==> config.mk <==
export PLATFORM = sky130hd
export DESIGN_NAME = gray_monitor
export DESIGN_NICKNAME = d
export VERILOG_FILES = /design/src/rtl/gray_mon_pkg.sv /design/src/rtl/gray2bin.sv /design/src/rtl/gray_monitor.sv
export SDC_FILE = /design/constraint.sdc
export NUM_CORES = 1
export LEC_CHECK = 0
export CAP_MARGIN = 20
export CORE_MARGIN = 1.5
export CORE_UTILIZATION = 40
export DETAILED_ROUTE_END_ITERATION = 8
export GPL_TIMING_DRIVEN = 0
export PLACE_DENSITY = 0.7
export SLEW_MARGIN = 20
export SYNTH_ARGS = -nofsm -noshare
export SYNTH_HDL_FRONTEND = slang
export SYNTH_SLANG_ARGS = --single-unit
==> constraint.sdc <==
create_clock -name clk -period 2.2 [get_ports clk]
set_clock_uncertainty 0.05 [all_clocks]
set_input_delay 0.44 -clock clk [delete_from_list [all_inputs] [get_ports clk]]
set_output_delay 0.44 -clock clk [all_outputs]
set_load 0.005 [all_outputs]
==> src/rtl/gray_mon_pkg.sv <==
// Shared types, default widths and the gray-to-binary helper for the gray_monitor block.
package gray_mon_pkg;

  localparam int DEF_WIDTH     = 4;
  localparam int DEF_ERR_CNT_W = 8;

  typedef enum logic [1:0] {
    INIT  = 2'd0,
    TRACK = 2'd1,
    FAULT = 2'd2
  } state_t;

  // Bit i of the binary value is the XOR of all gray bits at or above i.
  function automatic logic [DEF_WIDTH-1:0] gray_to_bin(input logic [DEF_WIDTH-1:0] g);
    logic [DEF_WIDTH-1:0] b;
    b = '0;
    for (int i = 0; i < DEF_WIDTH; i++) begin
      b[i] = ^(g >> i);
    end
    return b;
  endfunction

endpackage

==> src/rtl/gray2bin.sv <==
// Combinational gray-to-binary decoder, zero latency, no flow control.
// Uses the package helper at the default width, a generic prefix-XOR otherwise.
module gray2bin
  import gray_mon_pkg::*;
#(
  parameter int WIDTH = DEF_WIDTH
) (
  input  logic [WIDTH-1:0] gray,
  output logic [WIDTH-1:0] bin
);

  if (WIDTH == DEF_WIDTH) begin : g_def
    assign bin = gray_to_bin(gray);
  end else begin : g_gen
    for (genvar i = 0; i < WIDTH; i++) begin : g_bit
      assign bin[i] = ^gray[WIDTH-1:i];
    end
  end

endmodule

==> src/rtl/gray_monitor.sv <==
// Samples/decodes a gray code on en and classifies each transition; 1-cycle registered latency, no backpressure.
// GRAY_MON_ERRCNT_EN: when defined, err_cnt is a saturating error counter; otherwise err_cnt is tied to 0.
module gray_monitor
  import gray_mon_pkg::*;
#(
  parameter int WIDTH     = DEF_WIDTH,
  parameter int ERR_CNT_W = DEF_ERR_CNT_W
) (
  input  logic                 clk,
  input  logic                 rst,
  input  logic                 en,
  input  logic [WIDTH-1:0]     gray_in,
  input  logic                 clr,
  output logic [WIDTH-1:0]     bin_out,
  output logic                 bin_valid,
  output logic                 step_up,
  output logic                 step_dn,
  output logic                 hold,
  output logic                 err,
  output logic                 err_sticky,
  output logic [ERR_CNT_W-1:0] err_cnt
);

  state_t           state;
  state_t           state_nxt;
  logic [WIDTH-1:0] bin_dec;
  logic [WIDTH-1:0] prev;
  logic             is_up;
  logic             is_dn;
  logic             is_hold;
  logic             is_bad;

  logic [WIDTH-1:0] bin_nxt;
  logic [WIDTH-1:0] prev_nxt;
  logic             valid_nxt;
  logic             up_nxt;
  logic             dn_nxt;
  logic             hold_nxt;
  logic             err_nxt;
  logic             sticky_nxt;

  gray2bin #(.WIDTH(WIDTH)) u_dec (
    .gray (gray_in),
    .bin  (bin_dec)
  );

  // Modulo-2^WIDTH compare, so the top-to-zero wrap counts as a legal step.
  assign is_up   = (bin_dec == WIDTH'(prev + WIDTH'(1)));
  assign is_dn   = (bin_dec == WIDTH'(prev - WIDTH'(1)));
  assign is_hold = (bin_dec == prev);
  assign is_bad  = !(is_up || is_dn || is_hold);

  always_ff @(posedge clk) begin
    if (rst) begin
      state      <= INIT;
      prev       <= '0;
      bin_out    <= '0;
      bin_valid  <= 1'b0;
      step_up    <= 1'b0;
      step_dn    <= 1'b0;
      hold       <= 1'b0;
      err        <= 1'b0;
      err_sticky <= 1'b0;
    end else begin
      state      <= state_nxt;
      prev       <= prev_nxt;
      bin_out    <= bin_nxt;
      bin_valid  <= valid_nxt;
      step_up    <= up_nxt;
      step_dn    <= dn_nxt;
      hold       <= hold_nxt;
      err        <= err_nxt;
      err_sticky <= sticky_nxt;
    end
  end

  always_comb begin
    state_nxt = state;
    if (clr) begin
      state_nxt = INIT;
    end else if (en) begin
      case (state)
        INIT:    state_nxt = TRACK;
        TRACK:   state_nxt = is_bad ? FAULT : TRACK;
        FAULT:   state_nxt = FAULT;
        default: state_nxt = INIT;
      endcase
    end
  end

  always_comb begin
    prev_nxt   = prev;
    bin_nxt    = bin_out;
    valid_nxt  = bin_valid;
    up_nxt     = 1'b0;
    dn_nxt     = 1'b0;
    hold_nxt   = 1'b0;
    err_nxt    = 1'b0;
    sticky_nxt = err_sticky;
    if (clr) begin
      valid_nxt  = 1'b0;
      sticky_nxt = 1'b0;
    end else if (en) begin
      prev_nxt  = bin_dec;
      bin_nxt   = bin_dec;
      valid_nxt = 1'b1;
      // The first sample after reset/clear only seeds the reference.
      if (state != INIT) begin
        up_nxt   = is_up;
        dn_nxt   = !is_up && is_dn;
        hold_nxt = is_hold;
        err_nxt  = is_bad;
        if (is_bad) sticky_nxt = 1'b1;
      end
    end
  end

`ifdef GRAY_MON_ERRCNT_EN
  logic [ERR_CNT_W-1:0] cnt_q;

  always_ff @(posedge clk) begin
    if (rst || clr) begin
      cnt_q <= '0;
    end else if (err_nxt && !(&cnt_q)) begin
      cnt_q <= cnt_q + ERR_CNT_W'(1);
    end
  end

  assign err_cnt = cnt_q;
`else
  assign err_cnt = '0;
`endif

endmodule

==> results.cfg, run 1 <==
[status]
status = complete, no violations

[placement]
numPortBuffers = 15
gp_congestion = 0.778
place_area_mm2 = 0.00105
hpwl_um = 1100
dp_cells = 143

[detailed_routing]
post-route-drc-count = 0
highest_layer = met3
wl_um = 1360
drt_iter0_drc = 15
dr_wl_met3_um = 71
vias = 666
viasPerCell = 4.53
drt-met1-wl_um = 624
wl_per_cell_um = 9.24
wl_met2_um = 661
ant_nets = 0
drt_first_pass_iters = 4

[floorplanning]
ioPinCount = 26
dieArea_mm2 = 0.00238
start_util_pct = 42.7
num_rows = 16
fp.dieH_um = 48.7
core_area_mm2 = 0.00196
die_x_um = 48.7

[synth]
synth_edf_count = 0
yosysWarnings = 0
ys_seq_area_share_pct = 28.7
synth_cells = 94
synthTopCellsByArea = dfxtp_1 (29%), xnor2_1 (7.3%), buf_4 (7.2%)
yosysTopAreaCell = dfxtp_1
synthDistinctLibCells = 39
synth_ff_type = dfxtp_1
syn_area_um2 = 837
yosys-top-cells-count = dfxtp_1 (12), nor2_1 (9), buf_4 (8)
synth.most_common_cell = dfxtp_1
avgSynthCellArea_um2 = 8.90
yosysTopAreaCellShare_pct = 28.7
synth-seq-cells = 12
synthArstFlopShare_pct = 0

[timing]
clock.fmax_ghz = 0.513
slew_violations = 0
final_hold_viol_count = 0
rsz0062_at_grt = no
finalCritPeriodShare_pct = 88.7
finalCriticalPeriod_ns = 1.95
setup_violations = 0

[min_path]
hold_path_startpoint = bin_valid$_SDFFE_PP0P_
hold_class = register to register
min_to = bin_valid$_SDFFE_PP0P_
hold_path_depth = 1

[finish]
syn2layout_area_growth_pct = 29.4
post-route-util_pct = 55.2
n_antenna_cell = 0
final_cells = 147
postLayoutCellArea_mm2 = 0.00108
nNetsFinal = 131
drive_above_1_share_pct = 19.2

[grt]
grt_pass1_vias = 550
grtUsageTotal_pct = 11.8
grt_pass1_wl_um = 2210
antenna_found_initial = 0
gr-total-overflow = 0
grt_max_degree = 11

[clock_tree]
clock_path_buffers = 2
tritoncts = yes
post_cts_buffers = 0
clk_latency_ns = 0.27
numCtsBuffers = 3
holdBufCountCts = 0
cts.sinks = 12
cts.repair.resized = 0
h-tree-depth = 1
cts-root-buf = clkbuf_4
cts.clk_slew.worst_paths_ns = 0.07

[setup_path]
reg2regPathDepth = 5
crit_path_start = prev[2]$_SDFFE_PP0P_
cp_cell_sequence = clkbuf_1, xor3_1, o32ai_1, and2_1, o31ai_1
crit_path_end_kind = register
crit_path_start_kind = register
path_class = register to register
cpMaxStageDelayCell = xor3_1
required_ns = 2.30
slowest_delay_ns = 0.49
crit_fanout = 7
path_buf_inv = 1
cp_num_cells = 5
cp_top_family = XOR/XNOR gates
r2r_setup_slack_ns = 0.25
crit_arrival_ns = 2.06
r2r_end = err_sticky$_SDFFE_PP0P_
r2r-start = prev[2]$_SDFFE_PP0P_

[power_and_ir_drop]
power_density_mw_per_mm2 = 524
p_leak_nw = 0.467
power_w = 0.000568
ir_worst_vdd_uv = 382

[flow_run]
drv_cap = 0
-- worst max path at each step --
stage	slack, ns	to
after floorplan	0.33	state[1]$_SDFFE_PP0P_
after global placement	-0.005	state[1]$_SDFFE_PP0P_
after detailed placement	-0.03	state[1]$_SDFFE_PP0P_
after CTS	0.22	err_sticky$_SDFFE_PP0P_
after global routing	0.13	err_sticky$_SDFFE_PP0P_
final	0.25	err_sticky$_SDFFE_PP0P_
-- final cells by class --
class	count	area [um^2]
Buffer	13	96.3
Tap cell	27	33.8
Sequential cell	12	240
Clock buffer	4	36.3
Timing Repair Buffer	15	150
Fill cell	189	878
Inverter	3	11.3
Multi-Input combinational cell	73	515
-- state kept, by name (all words and copies together) (netlist names) --
register,flops
prev,4
state,2
bin_valid,1
err,1
err_sticky,1
hold,1
step_dn,1
step_up,1
-- placed cells by master (no fill, tap or decap), drive strengths merged, types with 2 or more instances in the layout --
cell type	n
clkdlybuf4s50	15
nor3	3
buf	9
and2	2
ha	2
and3	2
mux2i	2
dfxtp	12
a21oi	2
o211ai	2
inv	3
conb	8
nor2b	3
xnor2	7
xor2	4
clkbuf	8
nand3	3
nor2	9
a211oi	3
nand2	7
-- layer usage --
| metal | up-vias | track usage, % |
|---|---|---|
| met3 | 0 | 5.56 |
| li1 | 355 | - |
| met5 | - | 0 |
| met2 | 17 | 21.5 |
| met1 | 294 | 13.2 |
| met4 | 0 | 0 |
-- metrics by stage --
| stage | TNS (ns) | hold slack, ns | setup WS [ns] |
|---|---|---|---|
| global placement | -0.00485 | 0.387 | -0.00485 |
| floorplan | 0 | 0.399 | 0.330 |
| detailed placement | -0.0261 | 0.403 | -0.0261 |
| CTS | 0 | 0.410 | 0.221 |
| finish | 0 | 0.413 | 0.249 |
| global route | 0 | 0.430 | 0.135 |
-- logic make-up (layout without fill, tap and decap cells) --
family / Yosys count / in the layout / synth area share [%]
DFF: 12 / 12 / 28.7
muxes: 2 / 2 / 2.39
buffers and inverters: 16 / 35 / 12.9
xor gates and xnor gates: 13 / 13 / 17.2
and+or+nand+nor: 33 / 33 / 20.8
other: 1 / 8 / 0.448
adders and majority gates: 2 / 2 / 2.99
AOI/OAI and AO/OA: 15 / 15 / 14.7
-- report_power, final --
group	switching, W	internal (W)	total [W]
sequential	0.00000807	0.000225	0.000233
clock	0.0000708	0.000101	0.000171
combinational	0.0000740	0.0000893	0.000163
(Power assumes the default switching activity.)
==> inputs of run 2 (changes only) <==
CTS_BUF_LIST = sky130_fd_sc_hd__clkbuf_8 sky130_fd_sc_hd__clkbuf_16   (was not set)
==> run 2 against run 1 <==
Critical endpoint is now state[1]$_SDFFE_PP0P_. Count of clock-buffer cells in the layout stayed put. Via count stayed put. Sequential cell count stayed put. Critical path depth is 1 higher. Clock power is 37% higher. Non-clock buffer count stayed put. Sequential power hardly changed. Maximum frequency is 1.1% lower.
==> results.cfg, run 2 (synthesis results as in run 1) <==
[status]
status = complete, no violations

[finish]
drive_above_1_share_pct = 19.2
largest_reg_flops = 4
post-route-util_pct = 56.2
syn2layout_area_growth_pct = 31.7
top_regs = prev: 4 flops, state: 2 flops
fillers = 189
top_register = prev
n_antenna_cell = 0
final_cells = 147
final_cell_mix = clkdlybuf4s50_1 (15), dfxtp_1 (12), nor2_1 (9)
nNetsFinal = 131
mostFrequentLayoutCell = clkdlybuf4s50_1
postLayoutCellArea_mm2 = 0.00110

[grt]
top_usage_layer = met2
grt_max_degree = 11
gr-total-overflow = 0
grt_pass1_wl_um = 2220
use_met3_pct = 5.56
grt_pass1_vias = 553
met1_usage_pct = 13.2
grt_use_met2_pct = 21.5
antenna_found_initial = 0
grtUsageTotal_pct = 12.0

[power_and_ir_drop]
power_w = 0.000631
p_comb_share_pct = 25.9
switching_power_w = 0.000158
power_density_mw_per_mm2 = 572
clockPowerShare_pct = 37.1
swShare_pct = 25.0
internal-power_w = 0.000473
ir_worst_vdd_uv = 490
power_frac_seq_pct = 37.1
p_leak_nw = 0.475

[clock_tree]
cts.clk_slew.worst_paths_ns = 0.05
cts.repair.resized = 0
holdBufCountCts = 0
tritoncts = yes
post_cts_buffers = 0
h-tree-depth = 1
cts-root-buf = clkbuf_8
cts.sinks = 12
clk_latency_ns = 0.24
numCtsBuffers = 3
clock_path_buffers = 2

[detailed_routing]
vias = 666
drt_first_pass_iters = 4
wl_per_cell_um = 9.26
ant_nets = 0
post-route-drc-count = 0
viasPerCell = 4.53
wl_um = 1360
drt_iter0_drc = 10

[setup_path]
cp_top_family = buffers and inverters
r2r_end = err_sticky$_SDFFE_PP0P_
cp_cell_sequence = clkdlybuf4s50_1, xnor3_2, and3_4, o211ai_2, nand2_2, o41ai_2
crit_path_start_kind = primary input
r2r-start = prev[2]$_SDFFE_PP0P_
crit_arrival_ns = 2.06
slowest_delay_ns = 0.51
cpMaxStageDelayCell = clkdlybuf4s50_1
reg2regPathDepth = 5
path_class = primary input to register
r2r_setup_slack_ns = 0.25
crit_fanout = 7
required_ns = 2.29
crit_path_end_kind = register
path_buf_inv = 1

[timing]
layout_setup_ws_ns = 0.228
finalCriticalPeriod_ns = 1.97
finalCritPeriodShare_pct = 89.6
clock.fmax_ghz = 0.507
final_hold_viol_count = 0
setup_violations = 0
slew_violations = 0
rsz0062_at_grt = no

[floorplanning]
ioPinCount = 26
num_rows = 16
start_util_pct = 42.7
core_area_mm2 = 0.00196
dieArea_mm2 = 0.00238
fp.dieH_um = 48.7
die_x_um = 48.7

[placement]
dp_cells = 143
place_area_mm2 = 0.00105
hpwl_um = 1100
numPortBuffers = 15
post-place-ws_ns = -0.0261
gp_congestion = 0.778

[min_path]
hold_path_depth = 1
hold_path_startpoint = bin_valid$_SDFFE_PP0P_
min_to = bin_valid$_SDFFE_PP0P_
hold_class = register to register

[flow_run]
drv_cap = 0
-- run 2: area by class of cell --
class	count	area (um^2)	share of cell area [%]
Multi-Input combinational cell	73	515	46.8
Sequential cell	12	240	21.8
Inverter	3	11.3	1.02
Buffer	13	96.3	8.74
Timing Repair Buffer	15	150	13.6
Tap cell	27	33.8	3.06
Clock buffer	4	55.1	4.99
-- run 2: worst register-to-register path: stages, from the launching register on --
cell and delay, ns:
dfxtp_1 0.32, clkbuf_1 0.27, xor3_1 0.49, o32ai_1 0.35, and2_1 0.25, o31ai_1 0.10
-- run 2: power by group through the flow --
| stage | Sequential [W] | Clock (W) | Combinational [W] |
|---|---|---|---|
| global placement | 0.000238 | 0 | 0.000163 |
| floorplan | 0.000238 | 0 | 0.000123 |
| finish | 0.000234 | 0.000234 | 0.000163 |
| global route | 0.000235 | 0.000257 | 0.000180 |
| detailed placement | 0.000238 | 0 | 0.000164 |
| CTS | 0.000234 | 0.000240 | 0.000164 |
-- run 2: metrics by stage --
stage | TNS, ns | hold WS, ns
2_1_floorplan | 0 | 0.399
3_3_place_gp | -0.00485 | 0.387
3_5_place_dp | -0.0261 | 0.403
4_1_cts | 0 | 0.415
5_1_grt | 0 | 0.438
6_report | 0 | 0.406
-- run 2: routing by layer --
metal / wire, um / part of all wire, %
met1: 615 / 45
met2: 669 / 49
met3: 76 / 5.6
met4: 0 / 0
met5: 0 / 0
-- run 2: how the worst max path moves through the flow --
| stage | from | endpoint | slack, ns | cells after the start |
|---|---|---|---|---|
| 2_1_floorplan | gray_in[3] | state[1]$_SDFFE_PP0P_ | 0.33 | 6 |
| 3_3_place_gp | gray_in[1] | state[1]$_SDFFE_PP0P_ | -0.005 | 6 |
| 3_5_place_dp | gray_in[1] | state[1]$_SDFFE_PP0P_ | -0.03 | 6 |
| 4_1_cts | gray_in[1] | state[1]$_SDFFE_PP0P_ | 0.21 | 6 |
| 5_1_grt | prev[2]$_SDFFE_PP0P_ | err_sticky$_SDFFE_PP0P_ | 0.14 | 5 |
| 6_report | gray_in[1] | state[1]$_SDFFE_PP0P_ | 0.23 | 6 |
